File: config.mk
export PLATFORM = sky130hd
export DESIGN_NAME = icache_ctrl
export DESIGN_NICKNAME = d
export VERILOG_FILES = /design/src/rtl/sys_defs.sv /design/src/rtl/icache_mshr.sv /design/src/rtl/icache_ctrl.sv
export SDC_FILE = /design/constraint.sdc
export NUM_CORES = 1
export LEC_CHECK = 0
export CORE_MARGIN = 2
export CORE_UTILIZATION = 35
export CTS_BUF_LIST = sky130_fd_sc_hd__clkbuf_8
export CTS_CLUSTER_DIAMETER = 120
export DETAILED_ROUTE_END_ITERATION = 10
export PLACE_DENSITY = 0.56
export SYNTH_ARGS = -nofsm -noshare
export SYNTH_HDL_FRONTEND = slang
export SYNTH_SLANG_ARGS = --single-unit
File: constraint.sdc
create_clock -name clock -period 15.6 [get_ports clock]
set_clock_uncertainty 0.05 [all_clocks]
set_input_delay 3.12 -clock clock [delete_from_list [all_inputs] [get_ports clock]]
set_output_delay 3.12 -clock clock [all_outputs]
set_load 0.01 [all_outputs]
File: src/rtl/sys_defs.sv
`default_nettype none
// +------------------------------------------------------------------+
// | sys_defs : shared bus encodings and icache controller types       |
// | Revision : 1.0                                                    |
// +------------------------------------------------------------------+
package sys_defs;
    localparam logic [1:0] BUS_NONE  = 2'd0;
    localparam logic [1:0] BUS_LOAD  = 2'd1;
    localparam logic [1:0] BUS_STORE = 2'd2;

    localparam int LINE_OFFSET_W = 3;
    localparam int LINE_ADDR_W   = 64 - LINE_OFFSET_W;

    typedef enum logic [0:0] {
        IDLE  = 1'b0,
        ISSUE = 1'b1
    } ictrl_state_t;

    typedef struct packed {
        logic                   valid;
        logic [3:0]             tag;
        logic [LINE_ADDR_W-1:0] line_addr;
    } mshr_entry_t;
endpackage
`default_nettype wire

File: src/rtl/icache_mshr.sv
`default_nettype none
// +------------------------------------------------------------------+
// | icache_mshr : outstanding line-load table (lookup/alloc/free)     |
// | Revision    : 1.0                                                 |
// +------------------------------------------------------------------+
module icache_mshr
    import sys_defs::*;
#(
    parameter int NUM_MSHR = 4
) (
    input  logic                   clock,
    input  logic                   reset,
    input  logic [LINE_ADDR_W-1:0] i_lookup_if,
    input  logic [LINE_ADDR_W-1:0] i_lookup_pf,
    output logic                   o_hit_if,
    output logic                   o_hit_pf,
    input  logic                   i_alloc,
    input  logic [3:0]             i_alloc_tag,
    input  logic [LINE_ADDR_W-1:0] i_alloc_addr,
    input  logic [3:0]             i_free_tag,
    output logic                   o_free_hit,
    output logic [LINE_ADDR_W-1:0] o_free_addr,
    output logic                   o_full
);
    localparam int IDX_W = (NUM_MSHR > 1) ? $clog2(NUM_MSHR) : 1;

    mshr_entry_t      r_tbl [NUM_MSHR];
    logic [IDX_W-1:0] w_alloc_idx;
    logic [IDX_W-1:0] w_free_idx;

    // Descending scan so the lowest-numbered matching/free slot wins.
    always_comb begin
        o_hit_if    = 1'b0;
        o_hit_pf    = 1'b0;
        o_full      = 1'b1;
        o_free_hit  = 1'b0;
        o_free_addr = '0;
        w_alloc_idx = '0;
        w_free_idx  = '0;
        for (int i = NUM_MSHR - 1; i >= 0; i--) begin
            if (r_tbl[i].valid && r_tbl[i].line_addr == i_lookup_if) o_hit_if = 1'b1;
            if (r_tbl[i].valid && r_tbl[i].line_addr == i_lookup_pf) o_hit_pf = 1'b1;
            if (!r_tbl[i].valid) begin
                o_full      = 1'b0;
                w_alloc_idx = IDX_W'(i);
            end
            if (r_tbl[i].valid && i_free_tag != 4'd0 && r_tbl[i].tag == i_free_tag) begin
                o_free_hit  = 1'b1;
                o_free_addr = r_tbl[i].line_addr;
                w_free_idx  = IDX_W'(i);
            end
        end
    end

    // Allocation uses the pre-free view, so a freed slot is reused a cycle later.
    always_ff @(posedge clock) begin
        if (reset) begin
            for (int i = 0; i < NUM_MSHR; i++) r_tbl[i] <= '0;
        end else begin
            if (o_free_hit) r_tbl[w_free_idx].valid <= 1'b0;
            if (i_alloc && !o_full)
                r_tbl[w_alloc_idx] <= '{valid: 1'b1, tag: i_alloc_tag, line_addr: i_alloc_addr};
        end
    end
endmodule
`default_nettype wire

File: src/rtl/icache_ctrl.sv
`default_nettype none
// +------------------------------------------------------------------+
// | icache_ctrl : icache miss/refill controller with next-line prefetch|
// | Revision    : 1.0                                                  |
// +------------------------------------------------------------------+
module icache_ctrl
    import sys_defs::*;
#(
    parameter int NUM_MSHR       = 4,
    parameter int PREFETCH_LINES = 2,
    parameter int ADDR_W         = 64
) (
    input  logic              clock,
    input  logic              reset,
    input  logic [ADDR_W-1:0] if_pc,
    input  logic              if_req,
    output logic [63:0]       if_data,
    output logic              if_valid,
    output logic [ADDR_W-1:0] cache_rd_pc,
    input  logic [63:0]       cache_rd_data,
    input  logic              cache_rd_valid,
    output logic              cache_wr_en,
    output logic [ADDR_W-1:0] cache_wr_pc,
    output logic [63:0]       cache_wr_data,
    input  logic              mem_grant,
    output logic [1:0]        proc2mem_command,
    output logic [ADDR_W-1:0] proc2mem_addr,
    input  logic [3:0]        mem2proc_response,
    input  logic [3:0]        mem2proc_tag,
    input  logic [63:0]       mem2proc_data
);
    localparam int CNT_W = 4;

    ictrl_state_t           r_state;
    logic [LINE_ADDR_W-1:0] r_base;
    logic [CNT_W-1:0]       r_cnt;
    logic                   r_wr_en;
    logic [ADDR_W-1:0]      r_wr_pc;
    logic [63:0]            r_wr_data;

    logic [LINE_ADDR_W-1:0] w_if_line;
    logic [LINE_ADDR_W-1:0] w_issue_line;
    logic [LINE_ADDR_W-1:0] w_free_line;
    logic w_if_in_tbl, w_issue_in_tbl, w_full, w_free_hit;
    logic w_miss, w_prefetch, w_skip, w_issuing, w_accept, w_new_miss, w_step, w_last;

    assign w_if_line    = if_pc[ADDR_W-1:LINE_OFFSET_W];
    assign w_issue_line = r_base + LINE_ADDR_W'(r_cnt);
    assign w_miss       = if_req & ~cache_rd_valid;
    assign w_prefetch   = (r_cnt != '0);
    assign w_skip       = w_prefetch & w_issue_in_tbl;
    assign w_issuing    = (r_state == ISSUE) & ~w_full & ~w_skip;
    assign w_accept     = w_issuing & mem_grant & (mem2proc_response != 4'd0);
    assign w_step       = w_accept | ((r_state == ISSUE) & w_skip);
    assign w_last       = (r_cnt == CNT_W'(PREFETCH_LINES));
    assign w_new_miss   = w_miss & ~w_if_in_tbl & (w_if_line != r_base) & (w_if_line != w_issue_line);

    assign cache_rd_pc      = if_pc;
    assign if_data          = cache_rd_data;
    assign if_valid         = if_req & cache_rd_valid & ~reset;
    assign proc2mem_command = w_issuing ? BUS_LOAD : BUS_NONE;
    assign proc2mem_addr    = w_issuing ? {w_issue_line, {LINE_OFFSET_W{1'b0}}} : '0;
    assign cache_wr_en      = r_wr_en;
    assign cache_wr_pc      = r_wr_pc;
    assign cache_wr_data    = r_wr_data;

    icache_mshr #(.NUM_MSHR(NUM_MSHR)) u_mshr (
        .clock        (clock),
        .reset        (reset),
        .i_lookup_if  (w_if_line),
        .i_lookup_pf  (w_issue_line),
        .o_hit_if     (w_if_in_tbl),
        .o_hit_pf     (w_issue_in_tbl),
        .i_alloc      (w_accept),
        .i_alloc_tag  (mem2proc_response),
        .i_alloc_addr (w_issue_line),
        .i_free_tag   (mem2proc_tag),
        .o_free_hit   (w_free_hit),
        .o_free_addr  (w_free_line),
        .o_full       (w_full)
    );

    // Prefetches yield to a fresh miss or a full table; the demand load never does.
    always_ff @(posedge clock) begin
        if (reset) begin
            r_state <= IDLE;
            r_base  <= '0;
            r_cnt   <= '0;
        end else begin
            case (r_state)
                IDLE: begin
                    if (w_miss && !w_if_in_tbl) begin
                        r_base  <= w_if_line;
                        r_cnt   <= '0;
                        r_state <= ISSUE;
                    end
                end
                ISSUE: begin
                    if (w_step) r_cnt <= r_cnt + 1'b1;
                    if (w_prefetch && (w_new_miss || w_full)) r_state <= IDLE;
                    else if (w_step && w_last)                r_state <= IDLE;
                end
                default: r_state <= IDLE;
            endcase
        end
    end

    always_ff @(posedge clock) begin
        if (reset) begin
            r_wr_en   <= 1'b0;
            r_wr_pc   <= '0;
            r_wr_data <= '0;
        end else begin
            r_wr_en   <= w_free_hit;
            r_wr_pc   <= {w_free_line, {LINE_OFFSET_W{1'b0}}};
            r_wr_data <= mem2proc_data;
        end
    end
endmodule
`default_nettype wire

==> reports/summary.log <==
[place] final weighted congestion in routability-driven placement 1.09
[floorplanning] IO Pins 529
[place] number of placed instances with taps included 4,341
[layout] share of final-layout standard cells stronger than drive strength 1 8.89%
[sta] Hold Worst Slack 489 ps
[route] final routed wirelength across all metal layers 192,000 µm
[clock_network] postcts setup bufs 0
[synthesis] number of flops mapped to enable cells by yosys 260
[global_routing] number of antenna violations at the first check in global routing 16
[route] DR pass1 iterations 8
[pwr] portion of total power attributed to combinational logic 19.1%
[global_routing] global-route wire length before repair 251,000 µm
[clock_network] total clock buffers created by CTS 81
[setup_path] largest fanout on the critical path 67
[place] HPWL reported at the end of detailed placement 151,000 µm
[sta] Setup WS post-layout 4800 ps
[pwr] Final Total Pwr 3.13 mW
[pwr] power per cell area 88.6 mW/mm²
[sta] slew of the pin with the lowest slew margin 1340 ps
[setup_path] Setup crit start kind register
[setup_path] data required time of the worst path 12,430 ps
[setup_path] arrival time worst endpoint 7630 ps
[synthesis] share of the synthesized area in the top cell type 26.7%
[floorplanning] die height 293 µm
[layout] Total Nets Final 3,567
[pwr] sequential group share of total power 45.1%
[floorplanning] number of rows created at floorplan 105
[clock_network] Clock Latency Late Sink 740 ps
[synthesis] list of most frequent post-synthesis cells sky130_fd_sc_hd__nor2_1, sky130_fd_sc_hd__xnor2_1, sky130_fd_sc_hd__edfxtp_1
[floorplanning] die area 0.0858 mm²
[synthesis] Yosys warning count 0
[clock_network] Num Clock Sinks 456
[pwr] share of power burned in the clock network 35.8%
[sta] setup repair after global routing missed its margin no
[sta] Period Utilization, post-route 69.2%
[route] post-route ant nets 0
[synthesis] post-synthesis area per instance 9.36 µm²
[pwr] leak pwr 11.9 nW
[route] DRC violation total after the first TritonRoute iteration 4,512
[sta] Fin. Hold Viols 0
[synthesis] proportion of synthesized chip area in sequential cells 40.2%
[synthesis] top-count cell post-synth sky130_fd_sc_hd__nor2_1
[global_routing] total global routing overflow 0
[clock_network] Clock transition at path regs 60 ps
[synthesis] proportion of register bits with asynchronous set or reset after synthesis 0%
[sta] highest attainable clock frequency 0.0926 GHz
[run_status] result of the run complete, no violations
[clock_network] CTS hold repair buffers 0
[clock_network] number of buffers between clock root and the deepest sink 3
[route] drt drc 0
[place] standard cell area after detailed placement 0.0337 mm²
[sta] max-slew violations 0
[layout] Layout area overhead 20.7%
[clock_network] CTS tree built
[layout] Sequential Area 0.0117 mm²
[floorplanning] floorplan die width 293 µm
[place] setup slack at placement 5840 ps
[route] via total after detailed routing 28,700
[synthesis] cell type with the highest aggregate area in the netlist sky130_fd_sc_hd__edfxtp_1
[sta] count of final setup violators 0
[setup_path] Critical Path Sink Type output port
[job] number of maximum-capacitance violations 0
[synthesis] top flip-flop cell by instance count after synthesis sky130_fd_sc_hd__edfxtp_1
[setup_path] worst setup path category register to output port
[route] via density per instance 6.38
[global_routing] global-route usage over all layers 43.7%
[floorplanning] placeable core region 0.0824 mm²
[sta] tightest slew margin relative to the limit 9.64%
[layout] multi-input combinational cell area 0.0154 mm²
[layout] core utilization of the finished layout 42.8%
[sta] Setup Total Neg Slack 0 ps
[sta] minimum period implied by the final worst setup slack 10,800 ps
[clock_network] Root Buffer sky130_fd_sc_hd__clkbuf_8
[place] number of buffer cells added on primary ports 387
[synthesis] top cells by area in the synthesized netlist sky130_fd_sc_hd__edfxtp_1, sky130_fd_sc_hd__dfxtp_1, sky130_fd_sc_hd__xnor2_1
[pwr] Switch Pwr 1.04 mW
[layout] Post-Layout Inst Area 0.0353 mm²
[pwr] Power Internal 2.09 mW
[synthesis] cell area after synthesis 0.0292 mm²
[worst_hold_path] worst min-delay path class register to register
[clock_network] quantity of gates resized following cts 0
[synthesis] post-synthesis sequential element count 456
[synthesis] Post-Synthesis Cells 3,123
[layout] fill cell instance count of the final layout 8,171
[clock_network] deepest level of the CTS H-tree 3
[pwr] peak supply drop 0.0856 mV
[route] final routed wire length divided by cell count 42.6 µm
[global_routing] maximum number of pins on one net before global-route repair 71
[layout] final cell count without fillers 4,503
[pwr] switching share of power 33.2%
[floorplanning] effective utilization at floorplan 35.5%
[global_routing] via count of the first global-routing pass 27,000
[synthesis] number of distinct standard cells referenced by the synthesized netlist 88
power by group through the flow:
stage,Clock (mW),Sequential [mW],Combinational [mW]
3_5_place_dp,0,1.43,0.571
3_3_place_gp,0,1.43,0.578
5_1_grt,1.18,1.41,0.597
4_1_cts,1.14,1.40,0.573
2_1_floorplan,0,1.38,0.304
6_report,1.12,1.41,0.596
final timing paths:
check / to / startpoint / slack, ps / cells after the start
worst max register to register: u_mshr.r_tbl[1][8]$_SDFFCE_PN0P_ / r_cnt[0]$_SDFFE_PP0P_ / 7100 / 17
worst min register to register: r_cnt[2]$_SDFFE_PP0P_ / r_cnt[2]$_SDFFE_PP0P_ / 490 / 2
worst max-delay path: proc2mem_addr[8] / r_cnt[0]$_SDFFE_PP0P_ / 4800 / 16
worst min-delay path: r_cnt[2]$_SDFFE_PP0P_ / r_cnt[2]$_SDFFE_PP0P_ / 490 / 2
logic make-up (layout without fill, tap and decap cells):
logic type	after synthesis	after routing	synth area share, %
buf+inv	455	747	7.91
simple gates	1154	1154	20.1
flops	456	456	40.2
fa+ha+maj	8	8	0.368
mux	66	66	2.27
other cells	1	19	0.0128
xor+xnor	610	610	19.9
compound gates	373	373	9.30
per-layer routing:
layer | vias to the layer above | global-route usage [%] | wire [µm]
li1 | 11500 | - | -
met1 | 14400 | 57.4 | 76000
met2 | 2354 | 63.0 | 79800
met3 | 518 | 13.1 | 22900
met4 | 10 | 25.9 | 13100
met5 | - | 0 | 68
critical path, stage by stage, from the launching register on:
cell                              delay [ps]
sky130_fd_sc_hd__dfxtp_1                 430
sky130_fd_sc_hd__ha_1                    230
sky130_fd_sc_hd__inv_1                    60
sky130_fd_sc_hd__fa_1                    420
sky130_fd_sc_hd__nor2b_1                 240
sky130_fd_sc_hd__o211a_1                 710
sky130_fd_sc_hd__nand4_1                 670
sky130_fd_sc_hd__xnor2_2                 860
sky130_fd_sc_hd__xor2_1                  180
sky130_fd_sc_hd__o21ai_0                  90
sky130_fd_sc_hd__a211oi_1                680
sky130_fd_sc_hd__nand4_1                 240
sky130_fd_sc_hd__o41ai_1                 440
sky130_fd_sc_hd__o31ai_1                 200
sky130_fd_sc_hd__nand3_4                 730
sky130_fd_sc_hd__nor2_1                  110
sky130_fd_sc_hd__clkdlybuf4s50_1         530
flip-flops by register name (all words and copies together), names as in the netlist:
signal         flops
u_mshr.r_tbl     264
cache_wr_data     64
cache_wr_pc       61
r_base            61
r_cnt              4
cache_wr_en        1
r_state            1
cell usage in the layout (no fill, tap or decap), types with 8 or more instances in the layout:
cell type / synthesis / routed
sky130_fd_sc_hd__nor2_1: 460 / 458
sky130_fd_sc_hd__clkdlybuf4s50_1: 0 / 386
sky130_fd_sc_hd__xnor2_1: 370 / 365
sky130_fd_sc_hd__edfxtp_1: 260 / 260
sky130_fd_sc_hd__xor2_1: 205 / 204
sky130_fd_sc_hd__dfxtp_1: 196 / 196
sky130_fd_sc_hd__buf_4: 143 / 144
sky130_fd_sc_hd__nand4_1: 124 / 124
sky130_fd_sc_hd__inv_1: 66 / 104
sky130_fd_sc_hd__nor3_1: 104 / 104
sky130_fd_sc_hd__nand2_1: 100 / 96
sky130_fd_sc_hd__clkbuf_8: 0 / 88
sky130_fd_sc_hd__o22ai_1: 85 / 85
sky130_fd_sc_hd__nor4_1: 89 / 83
sky130_fd_sc_hd__nor2b_1: 70 / 70
sky130_fd_sc_hd__a221oi_1: 70 / 70
sky130_fd_sc_hd__mux2i_1: 65 / 65
sky130_fd_sc_hd__nand3_1: 55 / 54
sky130_fd_sc_hd__o21ai_0: 39 / 39
sky130_fd_sc_hd__a21oi_1: 35 / 35
sky130_fd_sc_hd__xnor3_1: 30 / 30
sky130_fd_sc_hd__and4_1: 23 / 23
sky130_fd_sc_hd__and3_1: 21 / 21
sky130_fd_sc_hd__o211ai_1: 15 / 15
sky130_fd_sc_hd__or4_1: 18 / 14
sky130_fd_sc_hd__a2111oi_0: 15 / 14
sky130_fd_sc_hd__o2111ai_1: 13 / 13
sky130_fd_sc_hd__diode_2: 0 / 12
sky130_fd_sc_hd__nand2b_1: 12 / 12
sky130_fd_sc_hd__nor3b_1: 12 / 12
sky130_fd_sc_hd__a31oi_1: 11 / 11
sky130_fd_sc_hd__or3_1: 10 / 10
sky130_fd_sc_hd__o221ai_1: 10 / 10
sky130_fd_sc_hd__nor4_2: 4 / 9
sky130_fd_sc_hd__and2_1: 9 / 9
sky130_fd_sc_hd__nand3b_1: 8 / 8
sky130_fd_sc_hd__clkinv_1: 0 / 8
area by class of cell:
| cell class | count | area share, % |
|---|---|---|
| Multi-Input combinational cell | 2218 | 43.7 |
| Sequential cell | 456 | 33.3 |
| Timing Repair Buffer | 531 | 14.1 |
| Tap cell | 1070 | 3.80 |
| Clock buffer | 88 | 3.43 |
| Clock inverter | 62 | 1.00 |
| Inverter | 66 | 0.703 |
| Antenna cell | 12 | 0.0852 |
Power figures use the tool's default switching activity.
